## config.mk

```make
export PLATFORM = sky130hd
export DESIGN_NAME = maze_host_ctrl
export DESIGN_NICKNAME = d
export VERILOG_FILES = /design/src/rtl/maze_host_ctrl.sv
export SDC_FILE = /design/constraint.sdc
export NUM_CORES = 1
export LEC_CHECK = 0
export ABC_CLOCK_PERIOD_IN_PS = 4080
export CORE_MARGIN = 10
export CORE_UTILIZATION = 64
export DETAILED_ROUTE_END_ITERATION = 12
export DONT_BUFFER_PORTS = 1
export PLACE_DENSITY = 0.9
export SETUP_SLACK_MARGIN = 0.3
export SLEW_MARGIN = 10
export SYNTH_ARGS = -nofsm -noshare
export SYNTH_HDL_FRONTEND = slang
export SYNTH_SLANG_ARGS = --single-unit
```

## constraint.sdc

```tcl
create_clock -name clk -period 4.08 [get_ports clk]
set_input_delay 0.816 -clock clk [delete_from_list [all_inputs] [get_ports clk]]
set_output_delay 0.816 -clock clk [all_outputs]
set_load 0.05 [all_outputs]
```

## src/rtl/maze_host_ctrl.sv

```systemverilog
// maze_host_ctrl: host-side sequencer for a maze solver.
// Each session starts the solver, waits for solve/fail, enables replay while
// counting rat moves, then reports one result.
// Optional watchdog: define MAZE_HOST_TIMEOUT_EN to abort sessions that stall
// in SOLVE/RUN for TIMEOUT_CYCLES clocks.
module maze_host_ctrl #(
  parameter int unsigned COUNT_W        = 8,
  parameter int unsigned TIMEOUT_CYCLES = 1000
) (
  input  logic               clk,
  input  logic               rst,
  input  logic               go,
  input  logic               solver_done,
  input  logic               solver_fail,
  input  logic               solver_move,
  output logic               start,
  output logic               run,
  output logic               busy,
  output logic               result_valid,
  output logic               result_found,
  output logic [COUNT_W-1:0] move_count,
  output logic               timeout
);

  localparam int unsigned WD_W = 16;

  // Elaboration-time guard on the watchdog limit
  if (TIMEOUT_CYCLES < 1 || TIMEOUT_CYCLES > 65535) begin : g_bad_timeout
    $error("maze_host_ctrl: TIMEOUT_CYCLES must be in 1..65535");
  end

  typedef enum logic [2:0] {
    IDLE   = 3'd0,
    START  = 3'd1,
    SOLVE  = 3'd2,
    RUN    = 3'd3,
    REPORT = 3'd4
  } state_e;

  state_e             state_q, state_d;
  logic               start_q, start_d;
  logic               run_q, run_d;
  logic               busy_q, busy_d;
  logic               valid_q, valid_d;
  logic               found_q, found_d;
  logic               timeout_q, timeout_d;
  logic               done_q, done_d;
  logic [COUNT_W-1:0] count_q, count_d;
  logic               expire_c;

`ifdef MAZE_HOST_TIMEOUT_EN
  logic [WD_W-1:0] wd_q, wd_d;

  // Watchdog fires on the cycle its count would reach the limit
  assign expire_c = ((state_q == SOLVE) || (state_q == RUN)) &&
                    (wd_q == WD_W'(TIMEOUT_CYCLES - 1));

  // Watchdog counter register
  always_ff @(posedge clk or posedge rst) begin
    if (rst) wd_q <= '0;
    else     wd_q <= wd_d;
  end

  // Cleared on entry to SOLVE, counts every SOLVE/RUN cycle
  always_comb begin
    wd_d = wd_q;
    if (state_q == START)
      wd_d = '0;
    else if ((state_q == SOLVE) || (state_q == RUN))
      wd_d = wd_q + WD_W'(1);
  end
`else
  assign expire_c = 1'b0;
`endif

  // State and registered outputs
  always_ff @(posedge clk or posedge rst) begin
    if (rst) begin
      state_q   <= IDLE;
      start_q   <= 1'b0;
      run_q     <= 1'b0;
      busy_q    <= 1'b0;
      valid_q   <= 1'b0;
      found_q   <= 1'b0;
      timeout_q <= 1'b0;
      done_q    <= 1'b0;
      count_q   <= '0;
    end else begin
      state_q   <= state_d;
      start_q   <= start_d;
      run_q     <= run_d;
      busy_q    <= busy_d;
      valid_q   <= valid_d;
      found_q   <= found_d;
      timeout_q <= timeout_d;
      done_q    <= done_d;
      count_q   <= count_d;
    end
  end

  // Next-state, result bookkeeping and state-decoded outputs
  always_comb begin
    state_d   = state_q;
    found_d   = found_q;
    timeout_d = timeout_q;
    count_d   = count_q;
    done_d    = solver_done;

    case (state_q)
      IDLE: begin
        if (go) begin
          count_d   = '0;
          found_d   = 1'b0;
          timeout_d = 1'b0;
          state_d   = START;
        end
      end
      START: begin
        state_d = SOLVE;
      end
      SOLVE: begin
        if (expire_c) begin
          timeout_d = 1'b1;
          found_d   = 1'b0;
          state_d   = REPORT;
        end else if (solver_fail) begin
          found_d = 1'b0;
          state_d = REPORT;
        end else if (solver_done) begin
          // Mask the still-high done level so only a fresh edge ends replay
          done_d  = 1'b1;
          state_d = RUN;
        end
      end
      RUN: begin
        if (solver_move && (count_q != {COUNT_W{1'b1}}))
          count_d = count_q + COUNT_W'(1);
        if (expire_c) begin
          timeout_d = 1'b1;
          found_d   = 1'b0;
          state_d   = REPORT;
        end else if (solver_done && !done_q) begin
          found_d = 1'b1;
          state_d = REPORT;
        end
      end
      REPORT: begin
        state_d = IDLE;
      end
      default: begin
        state_d = IDLE;
      end
    endcase

    start_d = (state_d == START);
    run_d   = (state_d == RUN);
    busy_d  = (state_d != IDLE);
    valid_d = (state_d == REPORT);
  end

  assign start        = start_q;
  assign run          = run_q;
  assign busy         = busy_q;
  assign result_valid = valid_q;
  assign result_found = found_q;
  assign move_count   = count_q;
  assign timeout      = timeout_q;

endmodule

```

==> results of run 1 <==
## final cells by class
type	count	area, µm²
clock buffers	4	26.3
fillers	106	409
inverters	4	16.3
multi-input cells	58	405
flip-flops and latches	17	425
well taps	15	18.8
## state kept, by name (all words and copies together) (netlist names)
name,count
move_count,8
state_q,3
busy,1
done_q,1
result_found,1
result_valid,1
run,1
start,1
## per-stage QoR
step / hold slack [ns] / cell area (µm²) / setup slack [ns]
5_1_grt: 0.519 / 892 / 2.04
3_3_place_gp: 0.552 / 866 / 2.26
2_1_floorplan: 0.504 / 882 / 2.32
3_5_place_dp: 0.565 / 866 / 2.19
4_1_cts: 0.502 / 892 / 2.17
6_report: 0.483 / 892 / 2.17
## how the worst max path moves through the flow
stage,startpoint,to,slack (ns),depth (start not counted)
after floorplan,move_count[0],move_count[3],2.32,4
after global placement,move_count[0],move_count[3],2.26,4
after detailed placement,move_count[0],move_count[1],2.19,4
after CTS,move_count[0],move_count[1],2.17,4
after global routing,move_count[0],move_count[1],2.04,4
final,move_count[0],move_count[1],2.17,4
## power by group
group | switching (W) | internal [W]
combinational | 0.0000495 | 0.0000444
sequential | 0.000125 | 0.000200
clock | 0.0000521 | 0.0000380
## cells by family (layout without fill, tap and decap cells)
kind of cell / after synthesis / in the layout / share of synthesized area, %
buffers and inverters: 8 / 8 / 5.81
and+or+nand+nor: 35 / 35 / 24.5
other: 1 / 1 / 0.425
adders and majority gates: 1 / 1 / 1.42
muxes: 8 / 8 / 9.22
DFF: 17 / 17 / 48.2
AOI/OAI and AO/OA: 13 / 13 / 10.4
## routing by layer
layer | wire length, µm | up-vias
met5 | 0 | -
met4 | 34 | 0
met3 | 182 | 4
met2 | 964 | 16
met1 | 693 | 317
li1 | - | 299
## layout by cell type, fill, tap and decap left out, types with 3 or more instances in the layout
master / n
a21oi_1: 3
clkbuf_4: 3
mux2i_1: 7
o21ai_0: 3
nor3_1: 3
nor2_1: 4
dfrtp_1: 17
inv_1: 3
nand2_1: 9
==> run metrics, run 1 <==
fraction of layout cells with a size suffix above 1 12.0%; critical path required time 4.29 ns; post-synthesis cell count 83; relative slew slack 56.1%; Initial Util 67.8%; Num CTS Buffers 3; htree depth 1; GRT Max-Usage Layer met2; Worst EP arrival 2.12 ns; critical path's largest stage delay 0.72 ns; cts hold-fix bufs 0; final setup fails 0; ranking of synthesized cells by area dfrtp_1, mux2i_1, nand2_1, buf_6, and4b_1; global-route wire length before repair 3070 µm; CP Capture Type register; Max IR drop VDD 318 µV; FP Rows 13; Remaining DRCs 0; Congestion Overflow GR 0; Core Area 1300 µm²; post-synthesis cell type count 35; met2 Track Usage GR 19.4%; Max Cap Viol 0; Root Driver clkbuf_4; routed wire length per instance 19.1 µm; crit path max-delay cell type dfrtp_1; Worst-Skew Late Latency 0.29 ns; n_diodes 0; CP cell instances ha_1, and4_1, a21o_1, mux2i_1; global router's overall resource usage 11.5%; post-synth top area share 48.2%; CTS tree built; met3 Use GR 5.97%; vias in the first global route 646; Net Count, Synth 90; port buffer count 0; startpoint types register; CTS clk-pin slew, worst paths 0.10 ns; RD Place Congestion 0.868; pwr/cell area 571 nW/µm²; P&R area growth vs syn 1.13%; Total Power 0.000509 W; r2r worst-path depth 4; clock buffer depth 2; DR pass1 iterations 3; height of the die 57.1 µm; Avg Cell Area, Syn 10.6 µm²; DP Cell Count 94; die area 3260 µm²; fin util 68.6%; ANT nets after route 0; postcts setup bufs 0; synthesized area 882 µm²; Post-synth top cells dfrtp_1, nand2_1, mux2i_1; Top delay family on crit path flip-flops; worst flop-to-flop path startpoint move_count[0]; die width 57.1 µm; Boundary Pins 20; worst-margin pin slew 0.658 ns; Seq/Total Area, Yosys 48.2%; RR Endpoint move_count[1]; Tmin final 1.91 ns; worst path bufs/invs 0; WL final 1870 µm; ratio of final minimum period to clock period 46.8%; crit-path max FO 6; Worst Setup Path Type register to register; post_cts resized 0; Post-synth EDFFs 0; status complete, no violations; # clock sinks 17; Synth Warn # 0; largest net degree at the start of global routing 18; share of synthesized registers carrying an async set or reset 100%; RSZ-0062 raised after global routing false; Static Leak 0.408 nW; top_reg_cell synth dfrtp_1; Register-to-Register Setup Slack 2.17 ns; Final Hold Vio Count 0; top-count cell post-synth dfrtp_1; initial antenna violation count 0; FMAX 524 MHz; Synth Register Bits 17; Via density 6.49; biggest area consumer among synthesized cells dfrtp_1; Final Skew 0.00684 ns; DRT iter0 DRCs 3; Pins Over Slew Limit 0; setup_tns 0 ns; fin nets 91; non-filler cells, final 98; met1 GRT Util 11.2%; HP Class input pin to async pin; vias 636; DP Wirelength 1410 µm
Power figures use the tool's default switching activity.
==> inputs of run 2 (changes only) <==
--- a/config.mk
+++ b/config.mk
@@ -5,12 +5,12 @@
 export SDC_FILE = /design/constraint.sdc
 export NUM_CORES = 1
 export LEC_CHECK = 0
-export ABC_CLOCK_PERIOD_IN_PS = 4080
+export ABC_CLOCK_PERIOD_IN_PS = 2000
 export CORE_MARGIN = 10
-export CORE_UTILIZATION = 64
+export CORE_UTILIZATION = 59
 export DETAILED_ROUTE_END_ITERATION = 12
 export DONT_BUFFER_PORTS = 1
-export PLACE_DENSITY = 0.9
+export PLACE_DENSITY = 0.85
 export SETUP_SLACK_MARGIN = 0.3
 export SLEW_MARGIN = 10
 export SYNTH_ARGS = -nofsm -noshare
==> constraint.sdc (replaced) <==
create_clock -name clk -period 2 [get_ports clk]
set_input_delay 0.4 -clock clk [delete_from_list [all_inputs] [get_ports clk]]
set_output_delay 0.4 -clock clk [all_outputs]
set_load 0.05 [all_outputs]
==> run metrics, run 2 (synthesis results as in run 1) <==
RD Place Congestion 0.802 (-7.6%); Initial Util 65.3% (-2.5 points); relative slew slack 59.7% (+3.5 points); Register-to-Register Setup Slack 0.41 ns (-1.76 ns); crit-path max FO 6 (unchanged); non-filler cells, final 106 (+8.2%); vias 647 (+1.7%); FMAX 627 MHz (+20%); Worst-Skew Late Latency 0.29 ns (about the same); Core Area 1350 µm² (+3.7%); die width 58.7 µm (+2.7%); net switching power 0.000465 W (+110%); final setup fails 0 (unchanged); Final Hold Vio Count 0 (unchanged); placed cell area 928 µm² (+7.2%); fin nets 99 (+8.8%); clock buffer depth 2 (unchanged); n_diodes 0 (unchanged); DP Cell Count 102 (+8.5%); Remaining DRCs 0 (unchanged); Boundary Pins 20 (unchanged); port buffer count 0 (unchanged); final instance area 955 µm² (+7.0%); global-route wire length before repair 2910 µm (-5.2%); cts hold-fix bufs 0 (unchanged); Static Leak 0.448 nW (+9.9%); largest net degree at the start of global routing 18 (unchanged); CP startpoint move_count[0]; fraction of layout cells with a size suffix above 1 22.0% (+9.9 points); WL final 1690 µm (-10%); RSZ-0062 raised after global routing false; die area 3440 µm² (+5.5%); r2r worst-path depth 4 (unchanged); Worst EP arrival 1.81 ns (-0.31 ns); cell internal pwr 0.000593 W (+110%); most common cell after layout, fill and taps aside dfrtp_1; Max IR drop VDD 599 µV (+88%); CTS tree built; Tmin final 1.59 ns (-0.315 ns); P&R area growth vs syn 8.23%; Final Skew 0.00580 ns (-0.00105 ns); startpoint types register; Num CTS Buffers 3 (unchanged); Congestion Overflow GR 0 (unchanged); postcts setup bufs 0 (unchanged); Pins Over Slew Limit 0 (unchanged); DRT iter0 DRCs 15 (+12); global router's overall resource usage 10.6% (-0.98 points); ratio of final minimum period to clock period 79.7% (+33 points); pwr/cell area 1110 nW/µm² (+94%); # clock sinks 17 (unchanged); FP Rows 13 (unchanged); PnR worst setup slack 0.405 ns (-1.76 ns); dpl ws 0.425 ns (-1.76 ns); CP Capture Type register; Worst Setup Path Type register to register; initial antenna violation count 0 (unchanged); most frequent cells in the layout dfrtp_1, nand2_1, buf_4; routed wire length per instance 15.9 µm (-17%); critical path required time 2.22 ns (-2.07 ns); htree depth 1 (unchanged); worst-margin pin slew 0.604 ns (-0.0537 ns); vias in the first global route 630 (-2.5%); Total Power 0.00106 W (+110%); DR pass1 iterations 4 (+1); ANT nets after route 0 (unchanged); setup_tns 0 ns (unchanged); Max Cap Viol 0 (unchanged); Critical path destination move_count[3]; Switching Fraction 44.0% (-0.48 points); RR Endpoint move_count[3]; Root Driver clkbuf_4; combinational fraction of design power 24.6% (+6.2 points); clock share of power 16.8% (-0.9 points); CTS clk-pin slew, worst paths 0.09 ns (about the same); Via density 6.10 (-5.9%); height of the die 58.7 µm (+2.7%); post_cts resized 0 (unchanged); status complete, no violations; HP Class input pin to async pin; DP Wirelength 1310 µm (-7.2%); worst flop-to-flop path startpoint move_count[0]; max reg flops 8 (unchanged); Reg power frac 58.6% (-5.3 points)
run 2: cell types whose count changed in the layout (fill, tap and decap cells not counted):
cell | previous run | this run
dfrtp_2 | 0 | 2
buf_4 | 0 | 8
dfrtp_1 | 17 | 15
run 2: power by group through the flow:
stage               Clock, W  Sequential, W  Combinational [W]
floorplan                  0       0.000612           0.000244
finish              0.000178       0.000620           0.000260
CTS                 0.000180       0.000618           0.000262
global placement           0       0.000621           0.000251
detailed placement         0       0.000626           0.000261
global route        0.000198       0.000631           0.000292
run 2: final cells by class:
cell class                 instances  area, µm²
clock buffer                       4       26.3
fill                             110        395
inverter                           4       16.3
multi-input combinational         58        405
sequential                        17        428
tap                               15       18.8
timing repair buffer               8       60.1
run 2: per-layer routing:
layer	vias to the layer above	GRT usage (%)	share of wire (%)
met5	-	0	0
met1	310	11.9	45
met3	5	5.36	8.1
met4	0	2.95	1.5
met2	19	17.1	45
li1	313	-	-
run 2: worst min path at each step:
| stage | start | endpoint | slack, ns | cells after the start |
|---|---|---|---|---|
| 6_report | rst | state_q[1] | 0.06 | 1 |
| 5_1_grt | rst | move_count[2] | 0.10 | 1 |
| 4_1_cts | rst | state_q[1] | 0.08 | 1 |
| 3_3_place_gp | rst | start | 0.39 | 1 |
| 3_5_place_dp | rst | start | 0.39 | 1 |
| 2_1_floorplan | rst | busy | 0.33 | 1 |
run 2: through the flow:
stage	hold WS, ns	util [%]
3_5_place_dp	0.395	68.8
6_report	0.0593	70.7
4_1_cts	0.0850	70.7
2_1_floorplan	0.326	-
5_1_grt	0.101	70.7
3_3_place_gp	0.392	68.8
run 2: worst max-delay path, stage by stage (launching register included):
cell and delay [ns]:
dfrtp_2 0.42, ha_1 0.28, and4_1 0.28, a211oi_1 0.33, mux2i_1 0.22
==> inputs of run 3 (changes only) <==
--- a/config.mk
+++ b/config.mk
@@ -5,7 +5,7 @@
 export SDC_FILE = /design/constraint.sdc
 export NUM_CORES = 1
 export LEC_CHECK = 0
-export ABC_CLOCK_PERIOD_IN_PS = 2000
+export ABC_CLOCK_PERIOD_IN_PS = 1470
 export CORE_MARGIN = 10
 export CORE_UTILIZATION = 59
 export DETAILED_ROUTE_END_ITERATION = 12
==> constraint.sdc (replaced) <==
create_clock -name clk -period 1.47 [get_ports clk]
set_input_delay 0.294 -clock clk [delete_from_list [all_inputs] [get_ports clk]]
set_output_delay 0.294 -clock clk [all_outputs]
set_load 0.05 [all_outputs]
==> run metrics, run 3 (synthesis results as in run 1) <==
status complete, no violations; CP cell instances or4b_4, nand2_1, mux2i_1; crit path max-delay cell type or4b_4; Boundary Pins 20 (unchanged); FF/Latch Area 443 µm² (+3.5%); Via density 6.74 (+10%); height of the die 58.7 µm (unchanged); initial antenna violation count 0 (unchanged); relative slew slack 56.5% (-3.2 points); fraction of layout cells with a size suffix above 1 55.6% (+34 points); CTS clk-pin slew, worst paths 0.11 ns (+0.02 ns); Num CTS Buffers 3 (unchanged); Final Skew 0.00222 ns (-0.00358 ns); fillers 46 (-58%); most common cell after layout, fill and taps aside dfrtp_2; Core Area 1350 µm² (unchanged); vias in the first global route 793 (+26%); critical path's largest stage delay 0.61 ns (+0.19 ns); Initial Util 65.3% (unchanged); DR pass1 iterations 4 (unchanged); port buffer count 0 (unchanged); clock buffer depth 2 (unchanged); most frequent cells in the layout dfrtp_2, buf_4, buf_6; routed wire length per instance 24.6 µm (+54%); htree depth 1 (unchanged); pwr/cell area 1440 nW/µm² (+30%); Worst-Skew Late Latency 0.31 ns (+0.02 ns); Pins Over Slew Limit 0 (unchanged); Static Leak 0.555 nW (+24%); max reg flops 8 (unchanged); P&R area growth vs syn 41.6%; Max IR drop VDD 1160 µV (+93%); DRT iter0 DRCs 47 (+32); die width 58.7 µm (unchanged); Congestion Overflow GR 0 (unchanged); DP Cell Count 105 (+2.9%); non-filler cells, final 123 (+16%); n_diodes 0 (unchanged); RSZ-0062 raised after global routing true; Register-to-Register Setup Slack 0.10 ns (-0.30 ns); ANT nets after route 0 (unchanged); crit-path max FO 5 (-1); Worst EP arrival 1.56 ns (-0.25 ns); startpoint types register; CTS tree built; fin nets 116 (+17%); # clock sinks 17 (unchanged); Final Hold Vio Count 0 (unchanged); HP Class input pin to register; global router's overall resource usage 14.4% (+3.8 points); Root Driver clkbuf_4; global-route wire length before repair 3910 µm (+34%); critical path required time 1.66 ns (-0.56 ns); setup_tns 0 ns (unchanged); WL final 3020 µm (+79%); area occupied by multi-input gates 517 µm² (+27%); largest net degree at the start of global routing 18 (unchanged); Remaining DRCs 0 (unchanged); ratio of final minimum period to clock period 93.0% (+13 points); FP Rows 13 (unchanged); final setup fails 0 (unchanged); Tmin final 1.37 ns (-0.228 ns); worst-margin pin slew 0.653 ns (+0.0481 ns); Worst Setup Path Type register to register; die area 3440 µm² (unchanged); CP Capture Type register; DP Wirelength 1360 µm (+4.3%); RD Place Congestion 0.858 (+7.0%); FMAX 731 MHz (+17%); Max Cap Viol 0 (unchanged); vias 829 (+28%)
[run 3: cell count changes in the layout (fill, tap and decap cells not counted), moves of 2 or more]
| cell | before | now |
|---|---|---|
| o21ai_1 | 0 | 2 |
| nor3_1 | 3 | 1 |
| a211oi_1 | 2 | 0 |
| o21ai_0 | 3 | 0 |
| nand2_1 | 9 | 7 |
| nand2_2 | 0 | 2 |
| buf_6 | 0 | 10 |
| dfrtp_1 | 15 | 3 |
| dlygate4sd3_1 | 0 | 2 |
| nor3_2 | 0 | 2 |
| buf_4 | 8 | 12 |
| dfrtp_2 | 2 | 14 |
[run 3: stage by stage]
step	util (%)	setup WS [ns]	instance area [µm²]	power (W)	hold slack, ns
CTS	85.9	0.148	1160	0.00164	0.0146
finish	92.5	0.103	1250	0.00180	0.173
global route	92.5	0.0340	1250	0.00184	0.134
global placement	73.5	0.121	992	0.00126	0.288
detailed placement	73.5	0.0978	992	0.00128	0.296
floorplan	-	0.0519	926	0.00118	0.220
[run 3: worst paths after layout]
kind                                from       endpoint  depth (start not counted)
max                           state_q[1]  move_count[5]                          3
min                                   go           busy                          2
max reg2reg                   state_q[1]  move_count[5]                          3
min reg2reg                move_count[3]  move_count[3]                          1
max in group asynchronous            rst  move_count[3]                          2
min in group asynchronous            rst  move_count[2]                          2
[run 3: layout make-up]
class | instances | area share, %
Clock buffer | 3 | 1.80
Inverter | 4 | 1.60
Tap cell | 15 | 1.50
Timing Repair Buffer | 24 | 17.8
Multi-Input combinational cell | 59 | 41.4
Sequential cell | 17 | 35.5
Clock inverter | 1 | 0.401
[run 3: what timing repair did]
action	in CTS	in global routing
gates resized for setup	19	11
buffers inserted	7	4
cloned	1	0
pin swaps	8	9
setup endpoints to repair	23	20
endpoints found under the hold margin	17	1
hold buffers	1	1
[run 3: power breakdown]
part / internal, W / total, W / leakage, nW / switching [W]
combinational: 0.000297 / 0.000687 / 0.333 / 0.000389
sequential: 0.000574 / 0.000836 / 0.204 / 0.000263
clock: 0.000102 / 0.000273 / 0.0177 / 0.000171
total: 0.000973 / 0.00180 / 0.555 / 0.000823
[run 3: critical path, delay by kind of cell (launching register included)]
| family | cells | cell delay (ns) |
|---|---|---|
| flops | 1 | 0.44 |
| mux | 1 | 0.08 |
| simple gates | 2 | 0.72 |
[run 3: metal layers]
metal | vias up | global-route usage [%] | share of wire (%)
met5 | - | 0 | 0
met4 | 0 | 9.18 | 2.8
met3 | 14 | 4.29 | 9.4
met2 | 63 | 22.5 | 46
met1 | 399 | 16.8 | 41
li1 | 353 | - | -
